$ cat config.mk
export PLATFORM = sky130hd
export DESIGN_NAME = slow_cfg_timer
export DESIGN_NICKNAME = d
export VERILOG_FILES = /design/src/rtl/slow_cfg_pkg.sv /design/src/rtl/slow_timeout_fsm.sv /design/src/rtl/slow_cfg_timer.sv
export SDC_FILE = /design/constraint.sdc
export NUM_CORES = 1
export LEC_CHECK = 0
export CORE_ASPECT_RATIO = 0.9
export CORE_MARGIN = 5
export CORE_UTILIZATION = 30
export CTS_CLUSTER_DIAMETER = 40
export DETAILED_ROUTE_END_ITERATION = 12
export GPL_ROUTABILITY_DRIVEN = 0
export SYNTH_ARGS = -nofsm -noshare
export SYNTH_HDL_FRONTEND = slang
export SYNTH_SLANG_ARGS = --single-unit
$ cat constraint.sdc
create_clock -name CLK -period 4.5 [get_ports CLK]
set_input_delay 0.9 -clock CLK [delete_from_list [all_inputs] [get_ports CLK]]
set_output_delay 0.9 -clock CLK [all_outputs]
set_load 0.05 [all_outputs]
$ cat src/rtl/slow_cfg_pkg.sv
// Shared types and constants for the slow-access configuration timer.
package slow_cfg_pkg;

  typedef enum logic [1:0] {
    ST_IDLE    = 2'd0,
    ST_COUNT   = 2'd1,
    ST_EXPIRED = 2'd2
  } tmo_state_e;

  // Bit positions inside the Slow[] vector
  localparam int SLOW_IACK    = 6;
  localparam int SLOW_VIA     = 5;
  localparam int SLOW_IWM     = 4;
  localparam int SLOW_SCC     = 3;
  localparam int SLOW_SCSI    = 2;
  localparam int SLOW_SND     = 1;
  localparam int SLOW_CLKGATE = 0;

  localparam int         DEF_NCH      = 7;
  localparam int         DEF_TW       = 4;
  localparam logic [6:0] DEF_RST_SLOW = 7'b1111010;
  localparam logic [3:0] DEF_RST_TO   = 4'hF;

endpackage

$ cat src/rtl/slow_timeout_fsm.sv
// Runtime timeout engine: counts prescaler ticks while a slow access is
// outstanding and flags expiry until the access is dropped.
module slow_timeout_fsm
  import slow_cfg_pkg::*;
#(
  parameter int TW = DEF_TW
) (
  input  logic          clk,
  input  logic          rst,
  input  logic          slow_acc,
  input  logic          tick,
  input  logic [TW-1:0] timeout,
  output logic [TW-1:0] cnt,
  output logic          timed_out,
  output logic          exp_pulse
);

  tmo_state_e    state_q, state_d;
  logic [TW-1:0] cnt_q, cnt_d;
  logic          acc_r_q, acc_r_d;
  logic          timed_out_q, timed_out_d;
  logic          exp_pulse_q, exp_pulse_d;
  logic          start;

  assign start = slow_acc && !acc_r_q;

  always_comb begin
    state_d     = state_q;
    cnt_d       = cnt_q;
    acc_r_d     = slow_acc;
    timed_out_d = timed_out_q;
    exp_pulse_d = 1'b0;

    case (state_q)
      ST_COUNT: begin
        // Dropping the access wins over a coincident expiring tick
        if (!slow_acc) begin
          state_d = ST_IDLE;
        end else if (tick && (cnt_q == TW'(1))) begin
          cnt_d       = '0;
          timed_out_d = 1'b1;
          exp_pulse_d = 1'b1;
          state_d     = ST_EXPIRED;
        end else if (tick && (cnt_q >= TW'(2))) begin
          cnt_d = cnt_q - TW'(1);
        end
      end

      ST_EXPIRED: begin
        if (!slow_acc) begin
          timed_out_d = 1'b0;
          state_d     = ST_IDLE;
        end
      end

      default: begin
        // IDLE, and the unused encoding 3 which behaves as IDLE
        state_d     = ST_IDLE;
        timed_out_d = 1'b0;
        if (start && (timeout != '0)) begin
          cnt_d   = timeout;
          state_d = ST_COUNT;
        end
      end
    endcase
  end

  always_ff @(posedge clk) begin
    if (rst) begin
      state_q     <= ST_IDLE;
      cnt_q       <= '0;
      acc_r_q     <= 1'b0;
      timed_out_q <= 1'b0;
      exp_pulse_q <= 1'b0;
    end else begin
      state_q     <= state_d;
      cnt_q       <= cnt_d;
      acc_r_q     <= acc_r_d;
      timed_out_q <= timed_out_d;
      exp_pulse_q <= exp_pulse_d;
    end
  end

  assign cnt       = cnt_q;
  assign timed_out = timed_out_q;
  assign exp_pulse = exp_pulse_q;

endmodule

$ cat src/rtl/slow_cfg_timer.sv
// Slow-access configuration register with single-commit write detection and
// a per-access timeout engine for the bus-cycle controller.
module slow_cfg_timer
  import slow_cfg_pkg::*;
#(
  parameter int             NCH      = DEF_NCH,
  parameter int             TW       = DEF_TW,
  parameter logic [NCH-1:0] RST_SLOW = NCH'(DEF_RST_SLOW),
  parameter logic [TW-1:0]  RST_TO   = TW'(DEF_RST_TO)
) (
  input  logic              CLK,
  input  logic              POR,
  input  logic              BACT,
  input  logic              SetCSWR,
  input  logic [NCH+TW:1]   A,
  input  logic              SlowAcc,
  input  logic              Tick,
  output logic [NCH-1:0]    Slow,
  output logic [TW-1:0]     SlowTimeout,
  output logic [TW-1:0]     Cnt,
  output logic              TimedOut,
  output logic              ExpPulse
);

  logic           wr_q, wr_d;
  logic           wr2_q, wr2_d;
  logic           commit;
  logic [NCH-1:0] slow_q, slow_d;
  logic [TW-1:0]  tout_q, tout_d;

  // One commit per strobe, however long BACT and SetCSWR stay asserted
  assign commit = wr_q && !wr2_q;

  always_comb begin
    wr_d   = BACT && SetCSWR;
    wr2_d  = wr_q;
    slow_d = slow_q;
    tout_d = tout_q;
    if (commit) begin
      slow_d = A[NCH:1];
      tout_d = A[NCH+TW:NCH+1];
    end
  end

  always_ff @(posedge CLK) begin
    if (POR) begin
      wr_q   <= 1'b0;
      wr2_q  <= 1'b0;
      slow_q <= RST_SLOW;
      tout_q <= RST_TO;
    end else begin
      wr_q   <= wr_d;
      wr2_q  <= wr2_d;
      slow_q <= slow_d;
      tout_q <= tout_d;
    end
  end

  // A commit mid-access only changes the code used by the next access
  slow_timeout_fsm #(
    .TW(TW)
  ) u_fsm (
    .clk      (CLK),
    .rst      (POR),
    .slow_acc (SlowAcc),
    .tick     (Tick),
    .timeout  (tout_q),
    .cnt      (Cnt),
    .timed_out(TimedOut),
    .exp_pulse(ExpPulse)
  );

  assign Slow        = slow_q;
  assign SlowTimeout = tout_q;

endmodule
==> run metrics <==
Pre-antenna DRT Iters 4; Period Utilization, post-route 0.544; RSZ-0062 raised after global routing no; top cell type's share of synthesized area 0.431; syn_nets 130; DRT Wirelength 2.38 mm; vias in the first global route 919; worst vdd ir 0.000146 V; gr ovfl total 0; initial drt markers 34; maxcap violations 0; Hold Path Cell Cnt 1; Yosys cell types 32; global-route wire length before repair 4.05 mm; hold_sp wr2_d; Startpoint Class register; clock buffer depth 2; row count 20; critical setup path kind register to output pin; Syn Inst Count ~110; Crit Path Max Fanout 5; H-tree levels 1; Detail Placement HPWL 1.85 mm; top cells by count, synth dfxtp_1 (22), nand2_1 (16), inv_1 (10), mux2i_1 (10); Hold EP wr2_q; leak pwr 0.000558 uW; Final WS setup 2.05 ns; compound-gate portion of the synthesized area 0.138; status completed; worst reg2reg setup slack about 2.6 ns; synth-to-layout area growth 42.6%; CP arrival 1.55 ns; Synth Area per Inst 9.47 um2; Clock transition at path regs 0.09 ns; worst path bufs/invs 1; I/O Pins 34; PwrDens 314 nW/um2; Synth Flop Type dfxtp_1; highest-delay cell along the critical path clkdlybuf4s50_1; Adder-Cell Fraction of Synth Area 0.0612; post-CTS sizing 0; sequential area share after synthesis 0.431; post-synthesis xor/xnor area fraction 0.00857; top-count cell post-synth dfxtp_1; initial antenna violation count 0; critical path's top delay family buffers and inverters; cells on worst reg2reg path 6; combinational family with the most area after synthesis simple AND/OR/NAND/NOR gates; Synth area leader dfxtp_1; Mapped Area 1020 um2; CTS sink cnt 22; Hold Fails Final Rpt 0; Die X 71.5 um; Chip Height between 60 and 70 um; Post-synth EDFFs 0; Tightest Pin Transition 0.513 ns; ranking of synthesized cells by area dfxtp_1 (43%), mux2i_1 (9.8%), ha_1 (6.1%); DRC viols 0; CP peak stage delay 0.84 ns; post-route minimum period 2.45 ns; DR vias/cell between 4 and 5; Setup Skew 0.0103 ns; initial core utilization 0.307; post-CTS setup buffer count 0; Max Slew Vio Count 0; critical path endpoint category output pin; Worst slew margin 0.657; synth warn 0; total negative slack 0 ns; post-route ant nets 0; reg2reg end u_fsm.cnt[2]; drt wl/cell 12.7 um; final net count 166; Hold-fix buffers, CTS 0; overall routing resource usage 0.107; Max Freq 409 MHz; mux cell area share after synthesis 0.0979; async set-reset flop share out of synthesis 0; Core Region about 3300 um2; Req. time, crit path around 3.6 ns; CTS buffer count 3; Synth Register Bits 22; Port Buffer Count 33; clock root cell clkbuf_8; Min-Delay Path Class register to register; CTS tree yes; Simple-Gate Fraction of Synth Area 0.214; antenna cells 0; pre-CTS WS 1.92 ns; r2r startpoint u_fsm.state_q[1]; DIE AREA 4680 um2; # setup viols final 0; via count 865; largest net degree at the start of global routing 15; Skew-Pair Late Insertion Delay approximately 0.26 ns; fraction of layout cells with a size suffix above 1 0.0769; Cell Chain, Critical Path clkdlybuf4s50_1
==> per-stage QoR <==
step	util	cell area, um2	power, uW	std cells	hold slack, ns
floorplan	-	1020	282	108	0.430
global placement	0.421	1400	320	183	0.441
detailed placement	0.421	1400	322	183	0.444
CTS	0.438	1460	463	187	0.463
global route	0.438	1460	483	187	0.494
finish	0.438	1460	458	187	0.460
==> how the worst max path moves through the flow <==
stage                      start           end  slack (ns)  depth (start not counted)
global placement         SlowAcc  u_fsm.cnt[2]        2.00                          5
CTS                 u_fsm.cnt[0]        Cnt[0]        2.05                          1
detailed placement       SlowAcc  u_fsm.cnt[2]        1.92                          5
finish              u_fsm.cnt[3]        Cnt[3]        2.05                          1
floorplan                SlowAcc  u_fsm.cnt[0]        2.56                          4
global route        u_fsm.cnt[0]        Cnt[0]        2.01                          1
==> report_power, final <==
group          total [uW]  switching (uW)  leakage, uW  internal (uW)
logic                 103            57.9     0.000349           45.3
clock network         141            63.5    0.0000288           77.9
registers             213            9.53     0.000180            204
==> worst register-to-register path, delay by kind of cell (launching register included) <==
kind	cells	cell delay, ns
simple gates	1	0.59
flops	1	0.36
buf+inv	1	0.05
fa+ha+maj	1	0.31
compound gates	3	0.53
==> cell type report <==
cell class / count / area (um2)
fillers: 326 / 1870
multi-input cells: 73 / 532
flip-flops and latches: 22 / 440
repair buffers: 34 / 338
clock buffers: 4 / 55.1
well taps: 44 / 55.1
inverters: 10 / 37.5
==> layout by cell type (no fill, tap or decap) <==
master           netlist  routed
a211oi_1               1       1
a21boi_0               1       1
a21oi_1                5       5
a21oi_2                1       1
a311oi_2               1       1
and2_1                 1       1
and3_1                 1       1
and4bb_2               1       1
buf_4                  0       1
clkbuf_8               0       4
clkdlybuf4s50_1        0      33
dfxtp_1               22      22
ha_1                   5       5
inv_1                 10      10
mux2i_1               10      10
nand2_1               16      16
nand2b_1               3       3
nand3_1                1       1
nor2_1                 5       5
nor2b_1                5       5
nor3_1                 1       1
nor4_1                 1       1
nor4_2                 1       1
nor4b_1                1       1
o2111ai_1              2       2
o211ai_1               1       1
o21ai_0                3       3
o32a_1                 1       1
o32ai_4                1       1
or3_1                  1       1
or4_1                  1       1
or4b_4                 1       1
xor2_1                 1       1
==> per-layer routing <==
layer  part of all wire  wire length (um)  vias to the layer above  track usage
met4                  0                 0                        0       0.0305
met5                  0                 0                        -            0
li1                   -                 -                      443            -
met2               0.46              1100                       32        0.177
met3              0.094               224                        0       0.0413
met1               0.44              1050                      390        0.128
==> sequential cells by signal, summed over array words and instances, names as in the netlist <==
signal,flops
u_fsm.cnt,4
SlowTimeout,4
wr2_q,1
Slow,7
u_fsm.timed_out,1
wr2_d,1
u_fsm.state_q,2
u_fsm.acc_r_q,1
u_fsm.exp_pulse,1
==> logic make-up (layout without fill, tap and decap cells) <==
family,count (synthesis),in the layout
simple gates,40,40
fa+ha+maj,5,5
buf+inv,13,48
compound gates,17,17
mux,10,10
xor+xnor,1,1
flops,22,22
(Power assumes the default switching activity.)
